File: config.mk
export PLATFORM = sky130hd
export DESIGN_NAME = alu_arbiter
export DESIGN_NICKNAME = d
export VERILOG_FILES = /design/src/rtl/alu_arb_pkg.sv /design/src/rtl/alu_arbiter_rr_picker.sv /design/src/rtl/alu_arbiter.sv
export SDC_FILE = /design/constraint.sdc
export NUM_CORES = 1
export LEC_CHECK = 0
export BUFFER_PORTS_ARGS = -buffer_cell sky130_fd_sc_hd__buf_2
export CAP_MARGIN = 15
export CORE_MARGIN = 4
export CORE_UTILIZATION = 49
export DETAILED_ROUTE_END_ITERATION = 6
export GPL_ROUTABILITY_DRIVEN = 1
export PLACE_DENSITY = 0.86
export SLEW_MARGIN = 20
export SYNTH_ARGS = -nofsm -noshare
export SYNTH_HDL_FRONTEND = slang
export SYNTH_SLANG_ARGS = --single-unit
File: constraint.sdc
create_clock -name clk -period 4.6 [get_ports clk]
set_input_delay 0.92 -clock clk [delete_from_list [all_inputs] [get_ports clk]]
set_output_delay 0.92 -clock clk [all_outputs]
set_load 0.005 [all_outputs]
File: src/rtl/alu_arb_pkg.sv
// Shared types and widths for the ALU-sharing arbiter.
package alu_arb_pkg;

    localparam int OP_W   = 3;
    localparam int DATA_W = 8;
    localparam int RES_W  = 16;
    localparam int WDOG_W = 8;

    localparam logic [2:0] S_IDLE_ENC    = 3'd0;
    localparam logic [2:0] S_LAUNCH_ENC  = 3'd1;
    localparam logic [2:0] S_WAIT_ENC    = 3'd2;
    localparam logic [2:0] S_RESP_ENC    = 3'd3;
    localparam logic [2:0] S_RECOVER_ENC = 3'd4;

    typedef enum logic [2:0] {
        S_IDLE    = S_IDLE_ENC,
        S_LAUNCH  = S_LAUNCH_ENC,
        S_WAIT    = S_WAIT_ENC,
        S_RESP    = S_RESP_ENC,
        S_RECOVER = S_RECOVER_ENC
    } state_t;

endpackage

File: src/rtl/alu_arbiter_rr_picker.sv
// Round-robin picker: first valid index at or after ptr, wrapping at N.
// Purely combinational so any shared-resource arbiter can reuse it.
module rr_picker #(
    parameter int N     = 4,
    parameter int IDX_W = 2
) (
    input  logic [N-1:0]     valid,
    input  logic [IDX_W-1:0] ptr,
    output logic             found,
    output logic [IDX_W-1:0] idx,
    output logic [N-1:0]     onehot
);

    int               cand;
    logic [IDX_W-1:0] cand_idx;

    // Scan offsets from farthest to nearest so the closest valid index to ptr wins.
    always_comb begin
        found    = 1'b0;
        idx      = '0;
        onehot   = '0;
        cand     = 0;
        cand_idx = '0;
        for (int k = N - 1; k >= 0; k--) begin
            cand = int'(ptr) + k;
            if (cand >= N) begin
                cand = cand - N;
            end
            cand_idx = IDX_W'(cand);
            if (valid[cand_idx]) begin
                found = 1'b1;
                idx   = cand_idx;
            end
        end
        if (found) begin
            onehot[idx] = 1'b1;
        end
    end

endmodule

File: src/rtl/alu_arbiter.sv
// Shares one sequential 8-bit ALU among N_REQ requesters.
// Handshakes: a transfer happens on a clock edge where valid and ready are
// both high; req_ready is only offered in IDLE, and rsp_* are held stable
// while rsp_valid is high until rsp_ready is seen.
module alu_arbiter
    import alu_arb_pkg::*;
#(
    parameter int N_REQ   = 4,
    parameter int ID_W    = 2,
    parameter int TIMEOUT = 64
) (
    input  logic                    clk,
    input  logic                    reset,
    input  logic [N_REQ-1:0]        req_valid,
    output logic [N_REQ-1:0]        req_ready,
    input  logic [DATA_W*N_REQ-1:0] req_x,
    input  logic [DATA_W*N_REQ-1:0] req_y,
    input  logic [OP_W*N_REQ-1:0]   req_op,
    output logic                    rsp_valid,
    input  logic                    rsp_ready,
    output logic [ID_W-1:0]         rsp_id,
    output logic [RES_W-1:0]        rsp_data,
    output logic                    rsp_err,
    output logic [DATA_W-1:0]       alu_x,
    output logic [DATA_W-1:0]       alu_y,
    output logic [OP_W-1:0]         alu_op,
    output logic                    alu_begin,
    output logic                    alu_resetn,
    input  logic [RES_W-1:0]        alu_out,
    input  logic                    alu_end,
    output state_t                  dbg_state
);

    state_t            state;
    logic [ID_W-1:0]   ptr;
    logic [WDOG_W-1:0] wdog;
    logic              end_q;
    logic              end_rise;
    logic              pick_found;
    logic [ID_W-1:0]   pick_idx;
    logic [N_REQ-1:0]  pick_onehot;
    logic              accept;

    rr_picker #(
        .N     (N_REQ),
        .IDX_W (ID_W)
    ) u_picker (
        .valid  (req_valid),
        .ptr    (ptr),
        .found  (pick_found),
        .idx    (pick_idx),
        .onehot (pick_onehot)
    );

    // Grant is offered only in IDLE and never while reset is asserted.
    assign accept    = (state == S_IDLE) && pick_found && !reset;
    assign req_ready = accept ? pick_onehot : '0;
    assign dbg_state = state;

    // Only a fresh low-to-high END counts; a level left over from the last op is ignored.
    assign end_rise = alu_end & ~end_q;

    // Control FSM with registered datapath and ALU-side outputs.
    always_ff @(posedge clk) begin
        if (reset) begin
            state      <= S_IDLE;
            ptr        <= '0;
            wdog       <= '0;
            end_q      <= 1'b0;
            rsp_valid  <= 1'b0;
            rsp_id     <= '0;
            rsp_data   <= '0;
            rsp_err    <= 1'b0;
            alu_x      <= '0;
            alu_y      <= '0;
            alu_op     <= '0;
            alu_begin  <= 1'b0;
            alu_resetn <= 1'b0;
        end else begin
            end_q      <= alu_end;
            alu_begin  <= 1'b0;
            alu_resetn <= 1'b1;
            case (state)
                S_IDLE: begin
                    if (accept) begin
                        alu_x     <= req_x[pick_idx*DATA_W +: DATA_W];
                        alu_y     <= req_y[pick_idx*DATA_W +: DATA_W];
                        alu_op    <= req_op[pick_idx*OP_W +: OP_W];
                        rsp_id    <= pick_idx;
                        ptr       <= (pick_idx == ID_W'(N_REQ - 1)) ? '0 : pick_idx + 1'b1;
                        alu_begin <= 1'b1;
                        state     <= S_LAUNCH;
                    end
                end
                S_LAUNCH: begin
                    wdog  <= '0;
                    state <= S_WAIT;
                end
                S_WAIT: begin
                    // Completion is checked first so it wins a tie with the watchdog.
                    if (end_rise) begin
                        rsp_data  <= alu_out;
                        rsp_err   <= 1'b0;
                        rsp_valid <= 1'b1;
                        state     <= S_RESP;
                    end else if (wdog == WDOG_W'(TIMEOUT - 1)) begin
                        rsp_data   <= '0;
                        rsp_err    <= 1'b1;
                        alu_resetn <= 1'b0;
                        state      <= S_RECOVER;
                    end else begin
                        wdog <= wdog + 1'b1;
                    end
                end
                S_RECOVER: begin
                    rsp_valid <= 1'b1;
                    state     <= S_RESP;
                end
                S_RESP: begin
                    if (rsp_ready) begin
                        rsp_valid <= 1'b0;
                        state     <= S_IDLE;
                    end
                end
                default: begin
                    state <= S_IDLE;
                end
            endcase
        end
    end

endmodule

==> flow_summary.yaml <==
sta:
  worst_pin_slew_ps: 1010
  finalSetupViolCount: 0
  slew_viol_final: 0
  min_period_ps: 3780
  holdWs_ps: 458
  maxSlewHeadroom: 0.328
  fmax_ghz: 0.264
  fin_tns_setup_ps: 0
  hold_violations: 0
  skew_ps: 12.1
  min_period_over_period: 0.823
  rsz0062_at_grt: "false"
detailed_routing:
  drt-total-wl_um: 8290
  ant_nets: 0
  first_pass_iters: 6
  avgViaCountPerCell: 5.71
  via_count: 3037
  drt_iter0_drc: 281
  wl_per_cell_um: 15.6
  drcViolationCount: 0
synthesis:
  synthCells: 327
  synth_edf_count: 0
  yosysSeqAreaShare: 0.396
  synth_flop_cell: "dfxtp_1"
  ys.warnings.count: 0
  async_flop_share: 0
  yosys.area.top_type: "dfxtp_1"
  synth_nets: 432
  yosys-top-cells-area: "dfxtp_1, o221ai_1, mux2i_1"
  synth.distinct_cells: 44
  synth_top_area_frac: 0.396
  ys_ff_latch: 55
  synth_common_cells: "dfxtp_1, nor2_1, nand2_1, nand3_1, o221ai_1"
  synth_area_um2: 2780
  yosysMostFrequentCell: "dfxtp_1"
  avgSynthCellArea_um2: 8.50
cts:
  cts.htree.levels: 2
  tritoncts: "built"
  cts.path.max_buffers: 2
  clk_pin_slew_ps: 100
  postCtsResizedCells: 0
  cts_made_buffers: 5
  cts_setup_buffers: 0
  clkSinkCount: 55
  ctsRootBufferMaster: "clkbuf_8"
  clk_latency_ps: 300
  cts_hold_buf: 0
die:
  rows: 27
  pin_count: 148
  fp.dieArea_um2: 6940
  die_h_um: 83.3
  chipWidth_um: 83.3
  initial_core_util: 0.505
  coreArea_um2: 5510
global_routing:
  grt_pass1_vias: 2872
  grt_util_all_layers: 0.228
  grt.busiest_layer: "met2"
  grt_use_met1: 0.277
  grt_antenna_before_repair: 0
  grt_overflow: 0
  grt_use_met2: 0.402
  use_met3: 0.0427
  grt_max_degree: 29
  grt_pass1_wl_um: 13500
power:
  leakage_nw: 1.81
  max-vdd-ir-drop_v: 0.000179
  total_power_mw: 1.43
  p_per_area_nw_per_um2: 393
run_status:
  status: "finished clean"
setup_path:
  r2r_slack_ps: 2070
  crit_arrival_ps: 2860
  startpoint_type: "primary input"
  critPathKind: "in2out"
  crit_fanout: 28
  cp.required_ps: 3680
  cp-end-kind: "output port"
final_layout:
  n_antenna_cell: 0
  area_delta_synth_final_pct: 31.0
  drive_gt1_frac: 0.365
  nNetsFinal: 564
placement:
  io_buffers: 147
  place_congestion: 0.884
  dp_hpwl_um: 6240
flow_run:
  cap_violations: 0
hold_path:
  hp-class: "reg2reg"
kinds of logic (layout without fill, tap and decap cells):
kind of cell,after synthesis,in the layout,synth area share
AOI/OAI and AO/OA,81,81,0.220
and+or+nand+nor,125,125,0.224
adders and majority gates,5,5,0.0225
xor gates and xnor gates,6,6,0.0189
buffers and inverters,40,173,0.0644
muxes,15,15,0.0540
DFF,55,55,0.396
cells in the final DEF, fill, tap and decap left out, types with 2 or more instances in the layout:
cell,count
and3_1,2
or3b_2,2
a22o_1,14
o21ai_0,14
a311oi_1,2
a22oi_1,16
nand3b_1,2
nor2_1,31
nor2_2,2
dfxtp_1,55
o221ai_1,19
xor2_1,6
a211oi_1,2
nor4_1,3
nand2b_1,5
nand2_1,28
and2_1,5
o211ai_1,2
ha_1,5
inv_1,14
buf_4,3
mux2i_1,15
nor2b_1,8
clkbuf_8,5
a21oi_1,6
buf_2,147
nand3_1,28
routing by layer:
layer / wire length (um) / vias up
li1: - / 1456
met1: 3310 / 1412
met2: 4170 / 155
met3: 619 / 14
met4: 191 / 0
met5: 0 / -
registers in the layout, indices dropped and copies added (netlist names):
signal and cells:
alu_y 8, dbg_state 3, end_q 1, wdog 8
alu_begin 1, ptr 2, rsp_valid 1, alu_op 3
rsp_data 16, alu_resetn 1, rsp_id 2, alu_x 8
rsp_err 1
per-stage QoR:
| step | setup slack, ps | instances | instance area, um^2 | utilization |
|---|---|---|---|---|
| after detailed placement | 842 | 524 | 3520 | 0.640 |
| after floorplan | 1290 | 327 | 2780 | - |
| final | 816 | 532 | 3640 | 0.661 |
| after CTS | 828 | 532 | 3640 | 0.660 |
| after global routing | 675 | 532 | 3640 | 0.661 |
| after global placement | 897 | 524 | 3520 | 0.639 |
critical path, stage by stage:
cell     delay [ps]
buf_2           110
nor2b_1         160
or4b_1          780
nand2_2         240
inv_4           160
ha_1            230
and2_1          130
buf_2           120
power breakdown:
part / total (mW) / switching [mW] / internal, mW
combinational: 0.498 / 0.270 / 0.228
sequential: 0.611 / 0.0560 / 0.555
clock: 0.323 / 0.158 / 0.165
path summary, 6_finish.rpt:
path | startpoint | end | depth (start not counted)
worst max register to register | dbg_state[1] | rsp_data[15] | 5
worst max-delay path | req_valid[2] | req_ready[2] | 8
worst min-delay path | rsp_id[1] | rsp_id[1] | 2
worst min register to register | rsp_id[1] | rsp_id[1] | 2
area by class of cell:
type / instances / area (um^2)
timing repair buffer: 150 / 758
tap: 72 / 90.1
sequential: 55 / 1100
clock buffer: 6 / 72.6
fill: 467 / 1870
multi-input combinational: 232 / 1520
inverter: 15 / 58.8
clock inverter: 2 / 38.8
No activity file was read; power rests on OpenSTA's default activity.
